`config.mk`:
```
export PLATFORM = sky130hd
export DESIGN_NAME = instr_ram_arbiter_flat
export DESIGN_NICKNAME = d
export VERILOG_FILES = /design/src/rtl/instr_ram_arbiter_pkg.sv /design/src/rtl/instr_ram_arbiter_if.sv /design/src/rtl/instr_ram_arbiter_rsp_buf.sv /design/src/rtl/instr_ram_arbiter.sv /design/src/flat_wrapper.sv
export SDC_FILE = /design/constraint.sdc
export NUM_CORES = 1
export LEC_CHECK = 0
export BUFFER_PORTS_ARGS = -buffer_cell sky130_fd_sc_hd__buf_2
export CORE_AREA = 2 2 98 100
export CTS_BUF_LIST = sky130_fd_sc_hd__clkbuf_2 sky130_fd_sc_hd__clkbuf_4 sky130_fd_sc_hd__clkbuf_8
export DETAILED_ROUTE_END_ITERATION = 10
export DIE_AREA = 0 0 100 102
export GPL_TIMING_DRIVEN = 0
export PLACE_DENSITY = 0.79
export SLEW_MARGIN = 20
export SYNTH_ARGS = -nofsm -noshare
export SYNTH_HDL_FRONTEND = slang
export SYNTH_HIERARCHICAL = 1
export SYNTH_SLANG_ARGS = --single-unit
```
`constraint.sdc`:
```
create_clock -name clk -period 4.55 [get_ports clk]
set_input_delay 0.6825 -clock clk [delete_from_list [all_inputs] [get_ports clk]]
set_output_delay 0.6825 -clock clk [all_outputs]
set_load 0.1 [all_outputs]
```
`src/rtl/instr_ram_arbiter_pkg.sv`:
```
// rtl/instr_ram_arbiter_pkg.sv - shared types, constants and address check for the instruction RAM arbiter
package instr_ram_arb_pkg;

  typedef enum logic {
    BOOT = 1'b0,
    RUN  = 1'b1
  } arb_state_e;

  localparam logic [31:0] NOP_INSTR_C = 32'h0000_0013;

  // Word range is always checked; alignment only matters for fetches.
  function automatic logic addr_bad(input logic [31:0] addr,
                                    input int unsigned depth_words,
                                    input logic check_align);
    logic misaligned;
    logic out_of_range;
    misaligned   = check_align & (addr[1:0] != 2'b00);
    out_of_range = ({2'b00, addr[31:2]} >= depth_words);
    return misaligned | out_of_range;
  endfunction

endpackage

```
`src/rtl/instr_ram_arbiter_if.sv`:
```
// rtl/instr_ram_arbiter_if.sv - loader, fetch and SRAM signal bundle for the instruction RAM arbiter
interface instr_ram_arbiter_if;

  logic        ld_valid;
  logic        ld_ready;
  logic [31:0] ld_addr;
  logic [31:0] ld_wdata;
  logic        ld_done;
  logic        if_req_valid;
  logic        if_req_ready;
  logic [31:0] if_req_addr;
  logic        if_rsp_valid;
  logic        if_rsp_ready;
  logic [31:0] if_rsp_instr;
  logic        if_rsp_err;
  logic        sram_en;
  logic        sram_we;
  logic [31:0] sram_addr;
  logic [31:0] sram_wdata;
  logic [31:0] sram_rdata;
  logic        boot_done;
  logic [15:0] ld_count;

  modport slave (
    input  ld_valid, ld_addr, ld_wdata, ld_done,
    input  if_req_valid, if_req_addr, if_rsp_ready, sram_rdata,
    output ld_ready, if_req_ready, if_rsp_valid, if_rsp_instr, if_rsp_err,
    output sram_en, sram_we, sram_addr, sram_wdata, boot_done, ld_count
  );

  modport master (
    output ld_valid, ld_addr, ld_wdata, ld_done,
    output if_req_valid, if_req_addr, if_rsp_ready, sram_rdata,
    input  ld_ready, if_req_ready, if_rsp_valid, if_rsp_instr, if_rsp_err,
    input  sram_en, sram_we, sram_addr, sram_wdata, boot_done, ld_count
  );

endinterface

```
`src/rtl/instr_ram_arbiter_rsp_buf.sv`:
```
// rtl/instr_ram_arbiter_rsp_buf.sv - one-deep fetch response buffer (pending read plus hold register)
module instr_rsp_buf #(
  parameter logic [31:0] NOP_INSTR = 32'h0000_0013
) (
  input  logic        clk,
  input  logic        resetn,
  input  logic        accept_i,
  input  logic        err_i,
  input  logic [31:0] sram_rdata_i,
  input  logic        rsp_ready_i,
  output logic        rsp_valid_o,
  output logic [31:0] rsp_instr_o,
  output logic        rsp_err_o,
  output logic        rd_pend_o,
  output logic        hold_v_o
);

  logic        rd_pend_q, rd_pend_d;
  logic        rd_err_q, rd_err_d;
  logic        hold_v_q, hold_v_d;
  logic        hold_err_q, hold_err_d;
  logic [31:0] hold_instr_q, hold_instr_d;
  logic [31:0] live_instr;
  logic        capture;

  always_ff @(posedge clk or negedge resetn) begin
    if (!resetn) begin
      rd_pend_q    <= 1'b0;
      rd_err_q     <= 1'b0;
      hold_v_q     <= 1'b0;
      hold_err_q   <= 1'b0;
      hold_instr_q <= '0;
    end else begin
      rd_pend_q    <= rd_pend_d;
      rd_err_q     <= rd_err_d;
      hold_v_q     <= hold_v_d;
      hold_err_q   <= hold_err_d;
      hold_instr_q <= hold_instr_d;
    end
  end

  // SRAM data is only valid for one cycle, so a stalled response is parked in the hold register.
  always_comb begin
    live_instr   = rd_err_q ? NOP_INSTR : sram_rdata_i;
    capture      = rd_pend_q & ~rsp_ready_i & ~hold_v_q;
    rd_pend_d    = accept_i;
    rd_err_d     = accept_i & err_i;
    hold_v_d     = capture | (hold_v_q & ~rsp_ready_i);
    hold_instr_d = capture ? live_instr : hold_instr_q;
    hold_err_d   = capture ? rd_err_q : hold_err_q;
  end

  always_comb begin
    rsp_valid_o = rd_pend_q | hold_v_q;
    rsp_instr_o = '0;
    rsp_err_o   = 1'b0;
    if (hold_v_q) begin
      rsp_instr_o = hold_instr_q;
      rsp_err_o   = hold_err_q;
    end else if (rd_pend_q) begin
      rsp_instr_o = live_instr;
      rsp_err_o   = rd_err_q;
    end
  end

  assign rd_pend_o = rd_pend_q;
  assign hold_v_o  = hold_v_q;

endmodule

```
`src/rtl/instr_ram_arbiter.sv`:
```
// rtl/instr_ram_arbiter.sv - BOOT/RUN sequencing and loader/fetch arbitration for the instruction SRAM port
module instr_ram_arbiter
  import instr_ram_arb_pkg::*;
#(
  parameter int unsigned DEPTH_WORDS  = 16384,
  parameter int unsigned STARVE_LIMIT = 8,
  parameter bit          BOOT_LOAD    = 1'b1,
  parameter logic [31:0] NOP_INSTR    = NOP_INSTR_C
) (
  input logic                clk,
  input logic                resetn,
  instr_ram_arbiter_if.slave bus
);

  localparam int unsigned     CW          = $clog2(STARVE_LIMIT + 1);
  localparam logic [CW-1:0]   STARVE_MAX  = CW'(STARVE_LIMIT);
  localparam arb_state_e      RESET_STATE = BOOT_LOAD ? BOOT : RUN;

  arb_state_e    state_q, state_d;
  logic [CW-1:0] starv_q, starv_d;
  logic [15:0]   ld_count_q, ld_count_d;

  logic        rd_pend, hold_v;
  logic        fetch_ok, fetch_win, ld_win;
  logic        if_err, ld_in_range;
  logic        rd_issue, wr_issue;
  logic        rsp_valid, rsp_err;
  logic [31:0] rsp_instr;

  always_ff @(posedge clk or negedge resetn) begin
    if (!resetn) begin
      state_q    <= RESET_STATE;
      starv_q    <= '0;
      ld_count_q <= '0;
    end else begin
      state_q    <= state_d;
      starv_q    <= starv_d;
      ld_count_q <= ld_count_d;
    end
  end

  always_comb begin
    state_d = state_q;
    if ((state_q == BOOT) && bus.ld_done) begin
      state_d = RUN;
    end
  end

  // Fetch has priority in RUN unless the loader has already lost STARVE_LIMIT times in a row.
  always_comb begin
    if_err      = addr_bad(bus.if_req_addr, DEPTH_WORDS, 1'b1);
    ld_in_range = ~addr_bad(bus.ld_addr, DEPTH_WORDS, 1'b0);
    fetch_ok    = ~hold_v & (~rd_pend | bus.if_rsp_ready);
    fetch_win   = 1'b0;
    ld_win      = 1'b1;
    if (state_q == RUN) begin
      fetch_win = bus.if_req_valid & fetch_ok & (starv_q < STARVE_MAX);
      ld_win    = ~fetch_win & bus.ld_valid;
    end
    wr_issue = ld_win & bus.ld_valid & ld_in_range;
    rd_issue = fetch_win & ~if_err;
  end

  always_comb begin
    starv_d = '0;
    if ((state_q == RUN) && bus.ld_valid && !ld_win) begin
      starv_d = starv_q + 1'b1;
    end
    ld_count_d = ld_count_q;
    if (wr_issue && (ld_count_q != 16'hFFFF)) begin
      ld_count_d = ld_count_q + 16'd1;
    end
  end

  always_comb begin
    bus.sram_en    = wr_issue | rd_issue;
    bus.sram_we    = wr_issue;
    bus.sram_addr  = '0;
    bus.sram_wdata = '0;
    if (wr_issue) begin
      bus.sram_addr  = bus.ld_addr;
      bus.sram_wdata = bus.ld_wdata;
    end else if (rd_issue) begin
      bus.sram_addr  = bus.if_req_addr;
    end
  end

  instr_rsp_buf #(
    .NOP_INSTR (NOP_INSTR)
  ) u_rsp_buf (
    .clk          (clk),
    .resetn       (resetn),
    .accept_i     (fetch_win),
    .err_i        (if_err),
    .sram_rdata_i (bus.sram_rdata),
    .rsp_ready_i  (bus.if_rsp_ready),
    .rsp_valid_o  (rsp_valid),
    .rsp_instr_o  (rsp_instr),
    .rsp_err_o    (rsp_err),
    .rd_pend_o    (rd_pend),
    .hold_v_o     (hold_v)
  );

  assign bus.ld_ready     = ld_win;
  assign bus.if_req_ready = fetch_win;
  assign bus.if_rsp_valid = rsp_valid;
  assign bus.if_rsp_instr = rsp_instr;
  assign bus.if_rsp_err   = rsp_err;
  assign bus.boot_done    = (state_q == RUN);
  assign bus.ld_count     = ld_count_q;

endmodule

```
`src/flat_wrapper.sv`:
```
// flat-port wrapper written by rule: the top's interface ports become plain ports
module instr_ram_arbiter_flat import instr_ram_arb_pkg::*;
#(
  parameter int unsigned DEPTH_WORDS  = 16384,
  parameter int unsigned STARVE_LIMIT = 8,
  parameter bit          BOOT_LOAD    = 1'b1,
  parameter logic [31:0] NOP_INSTR    = NOP_INSTR_C
)
  (clk, resetn, bus_ld_valid, bus_ld_addr, bus_ld_wdata, bus_ld_done, bus_if_req_valid, bus_if_req_addr, bus_if_rsp_ready, bus_sram_rdata, bus_ld_ready, bus_if_req_ready, bus_if_rsp_valid, bus_if_rsp_instr, bus_if_rsp_err, bus_sram_en, bus_sram_we, bus_sram_addr, bus_sram_wdata, bus_boot_done, bus_ld_count);
  instr_ram_arbiter_if bus_i ();
  input logic clk;
  input logic resetn;
  input wire logic [$bits(bus_i.ld_valid)-1:0] bus_ld_valid;
  input wire logic [$bits(bus_i.ld_addr)-1:0] bus_ld_addr;
  input wire logic [$bits(bus_i.ld_wdata)-1:0] bus_ld_wdata;
  input wire logic [$bits(bus_i.ld_done)-1:0] bus_ld_done;
  input wire logic [$bits(bus_i.if_req_valid)-1:0] bus_if_req_valid;
  input wire logic [$bits(bus_i.if_req_addr)-1:0] bus_if_req_addr;
  input wire logic [$bits(bus_i.if_rsp_ready)-1:0] bus_if_rsp_ready;
  input wire logic [$bits(bus_i.sram_rdata)-1:0] bus_sram_rdata;
  output wire logic [$bits(bus_i.ld_ready)-1:0] bus_ld_ready;
  output wire logic [$bits(bus_i.if_req_ready)-1:0] bus_if_req_ready;
  output wire logic [$bits(bus_i.if_rsp_valid)-1:0] bus_if_rsp_valid;
  output wire logic [$bits(bus_i.if_rsp_instr)-1:0] bus_if_rsp_instr;
  output wire logic [$bits(bus_i.if_rsp_err)-1:0] bus_if_rsp_err;
  output wire logic [$bits(bus_i.sram_en)-1:0] bus_sram_en;
  output wire logic [$bits(bus_i.sram_we)-1:0] bus_sram_we;
  output wire logic [$bits(bus_i.sram_addr)-1:0] bus_sram_addr;
  output wire logic [$bits(bus_i.sram_wdata)-1:0] bus_sram_wdata;
  output wire logic [$bits(bus_i.boot_done)-1:0] bus_boot_done;
  output wire logic [$bits(bus_i.ld_count)-1:0] bus_ld_count;
  assign bus_i.ld_valid = bus_ld_valid;
  assign bus_i.ld_addr = bus_ld_addr;
  assign bus_i.ld_wdata = bus_ld_wdata;
  assign bus_i.ld_done = bus_ld_done;
  assign bus_i.if_req_valid = bus_if_req_valid;
  assign bus_i.if_req_addr = bus_if_req_addr;
  assign bus_i.if_rsp_ready = bus_if_rsp_ready;
  assign bus_i.sram_rdata = bus_sram_rdata;
  assign bus_ld_ready = bus_i.ld_ready;
  assign bus_if_req_ready = bus_i.if_req_ready;
  assign bus_if_rsp_valid = bus_i.if_rsp_valid;
  assign bus_if_rsp_instr = bus_i.if_rsp_instr;
  assign bus_if_rsp_err = bus_i.if_rsp_err;
  assign bus_sram_en = bus_i.sram_en;
  assign bus_sram_we = bus_i.sram_we;
  assign bus_sram_addr = bus_i.sram_addr;
  assign bus_sram_wdata = bus_i.sram_wdata;
  assign bus_boot_done = bus_i.boot_done;
  assign bus_ld_count = bus_i.ld_count;
  instr_ram_arbiter #(.DEPTH_WORDS(DEPTH_WORDS), .STARVE_LIMIT(STARVE_LIMIT), .BOOT_LOAD(BOOT_LOAD), .NOP_INSTR(NOP_INSTR)) u_core (.clk(clk), .resetn(resetn), .bus(bus_i));
endmodule
```
==> impl_metrics.tcl <==
set metrics [dict create \
    initial_utilization_pct 40.8 \
    finalCriticalPeriod_ns 3.45 \
    drt_wl_total_um 13100 \
    cts_buffers 9 \
    clock_tree.buffer_depth 2 \
    cts_root_buffer "clkbuf_8" \
    timing.rr.start "u_core/bus.ld_count[0]$_DFFE_PN0P_" \
    period_share_pct 75.7 \
    power.density_nw_per_um2 346 \
    required_ns 3.87 \
    io_buffers 236 \
    core_um2 9110 \
    synth.top_cell.area_share_pct 38.4 \
    htreeDepth 3 \
    rows 35 \
    finClkSkew_ns 0.0151 \
    grt_use_total_pct 24.9 \
    syn_avg_cell_area_um2 9.20 \
    drv_cap 0 \
    worstSetupStartpointType "input port" \
    worstHoldPathType "input port to async pin" \
    synth_edf_count 0 \
    drv_slew 0 \
    crit_start "bus_ld_addr[29]" \
    status "complete, no violations" \
    wire_per_inst_um 16.7 \
    grt_max_degree 58 \
    ys_types 47 \
    yosysTopAreaCell "dfrtp_1" \
    yosysWarningCount 6 \
    reg2reg_depth 7 \
    ys_ff_latch 57 \
    via_per_inst 4.87 \
    tns_ns 0 \
    post_cts_buffers 0 \
    setup_viol 0 \
    layout.nets 802 \
    worst_pin_slew_ns 0.742 \
    drtIter0Drc 142 \
    drive_gt1_share_pct 45.2 \
    clk_pin_slew_worst_paths_ns 0.07 \
    rsz0062_at_grt "no" \
    ys_seq_area_share_pct 38.4 \
    critPathKind "input port to output port" \
    cts_tree "done" \
    cp_data_arrival_time_ns 2.76 \
    overflow 0 \
    slew-limit-headroom_pct 50.5 \
    crit_fanout 10 \
    hold_buffers 0 \
    hold_violations 0 \
    vias 3818 \
    clock_sinks 57 \
    postSynthCellCount 404 \
    p_leak_uw 0.00288 \
    drc 0 \
    antenna_found_initial 2 \
    grt_pass1_vias 3829 \
    drt_pass1_iterations 4 \
    syn_area_um2 3710 \
    postCtsResizedCells 0 \
    max_freq_ghz 0.290 \
    fill_cells 846 \
    power_uw 1830 \
    die_area_um2 10200 \
    synthFlopType "dfrtp_1" \
    r2r-end "u_core/bus.ld_count[5]$_DFFE_PN0P_" \
    num_io_pins 253 \
    syn_to_final_growth_pct 42.2 \
    regToRegSetupSlack_ns 2.47 \
    chipHeight_um 102 \
    ir_drop_mv 0.161 \
    clk_latency_ns 0.34 \
    cp-end-kind "output port" \
    gp_congestion 0.895 \
    dp_hpwl_um 10800 \
    synth_area_leaders "dfrtp_1 (38%), mux2i_1 (8.1%), and2_1 (6.2%)" \
    grt_pass1_wl_um 19400 \
    async_flop_share_pct 100 \
    detail-route-antenna-nets 0 \
    die_w_um 100 \
]
## logic make-up (layout without fill, tap and decap cells)
group / Yosys count / count (layout) / share of synthesized area [%]
DFF: 57 / 57 / 38.4
muxes: 36 / 36 / 10.0
and+or+nand+nor: 173 / 173 / 27.7
other: 1 / 18 / 0.101
buffers and inverters: 68 / 320 / 10.5
adders and majority gates: 2 / 2 / 0.674
AOI/OAI and AO/OA: 53 / 53 / 9.33
xor gates and xnor gates: 14 / 14 / 3.30
## cells in the final DEF (no fill, tap or decap), types with 4 or more instances in the layout
master | netlist | layout
nand2_1 | 44 | 44
nand4_1 | 7 | 7
clkbuf_1 | 9 | 9
buf_4 | 19 | 20
buf_2 | 5 | 240
nor2b_1 | 5 | 5
clkbuf_8 | 0 | 10
dfrtp_1 | 57 | 57
nand3_1 | 10 | 10
mux2_2 | 4 | 4
nand2b_1 | 29 | 29
a22o_1 | 14 | 14
conb_1 | 1 | 16
mux2i_1 | 30 | 30
and2_1 | 37 | 37
o21ai_0 | 32 | 32
and3_1 | 4 | 4
nor2_1 | 12 | 11
xnor2_1 | 12 | 12
inv_1 | 31 | 31
## how the worst max path moves through the flow
stage | slack (ns) | depth (start not counted) | to
after global placement | 1.05 | 7 | bus_sram_wdata[10]
final | 1.10 | 7 | bus_sram_wdata[10]
after detailed placement | 1.08 | 7 | bus_sram_wdata[10]
after global routing | 0.87 | 7 | bus_sram_wdata[10]
after floorplan | 0.29 | 6 | bus_sram_addr[10]
after CTS | 1.08 | 7 | bus_sram_wdata[10]
## layer usage
metal | global-route usage (%) | part of all wire (%) | up-vias
met5 | 0 | 0 | -
met4 | 11.1 | 3.7 | 0
met3 | 6.50 | 6.8 | 25
met2 | 43.2 | 50 | 178
met1 | 29.2 | 40 | 1777
li1 | - | - | 1838
## registers in the layout (all words and copies together), names as in the netlist
register / cells
u_core/bus.boot_done: 1
u_core/bus.ld_count: 16
u_core/starv_q: 4
u_core/u_rsp_buf/hold_err_q: 1
u_core/u_rsp_buf/hold_instr_q: 32
u_core/u_rsp_buf/hold_v_o: 1
u_core/u_rsp_buf/rd_err_q: 1
u_core/u_rsp_buf/rd_pend_o: 1
## Yosys cell counts, types with 2 or more instances
master,n
a22o_1,14
and2_1,37
and3_1,4
buf_12,3
buf_2,5
buf_4,19
clkbuf_1,9
dfrtp_1,57
ha_1,2
inv_1,31
mux2_2,4
mux2i_1,30
nand2_1,44
nand2b_1,29
nand3_1,10
nand3b_1,2
nand4_1,7
nand4_2,2
nor2_1,12
nor2b_1,5
nor3_1,3
nor3_2,2
nor4_1,3
nor4b_4,2
o21ai_0,32
o21ai_1,2
or2_2,2
xnor2_1,12
xor2_1,2
## final cells by class
class	count	area (um2)	area share, %
Multi-Input combinational cell	294	1960	37.2
Sequential cell	57	1430	27.0
Timing Repair Buffer	236	1180	22.4
Buffer	37	273	5.16
Clock buffer	11	145	2.75
Tap cell	111	139	2.63
Inverter	31	116	2.20
Clock inverter	5	31.3	0.592
Antenna cell	2	5.00	0.0947
## stage by stage
stage | hold slack [ns] | std cells | instance area, um2 | util, % | setup WS (ns)
floorplan | 0.387 | 419 | 3780 | - | 0.291
global placement | 0.443 | 766 | 5100 | 56.0 | 1.05
detailed placement | 0.449 | 766 | 5100 | 56.0 | 1.08
CTS | 0.418 | 782 | 5280 | 58.0 | 1.08
global route | 0.464 | 784 | 5280 | 58.0 | 0.865
finish | 0.416 | 784 | 5280 | 58.0 | 1.10
## worst max-delay path, stage by stage
cell	delay [ns]
buf_2	0.10
nor3_1	0.38
o211ai_1	0.33
nor2_2	0.28
clkbuf_1	0.33
and2_1	0.19
buf_2	0.46
## where the power goes
part / leakage, uW / internal (uW) / switching, uW
combinational: 0.00206 / 176 / 573
clock: 0.0000925 / 216 / 212
sequential: 0.000726 / 600 / 52.8
Note: power is estimated with default switching activity, not from simulation.
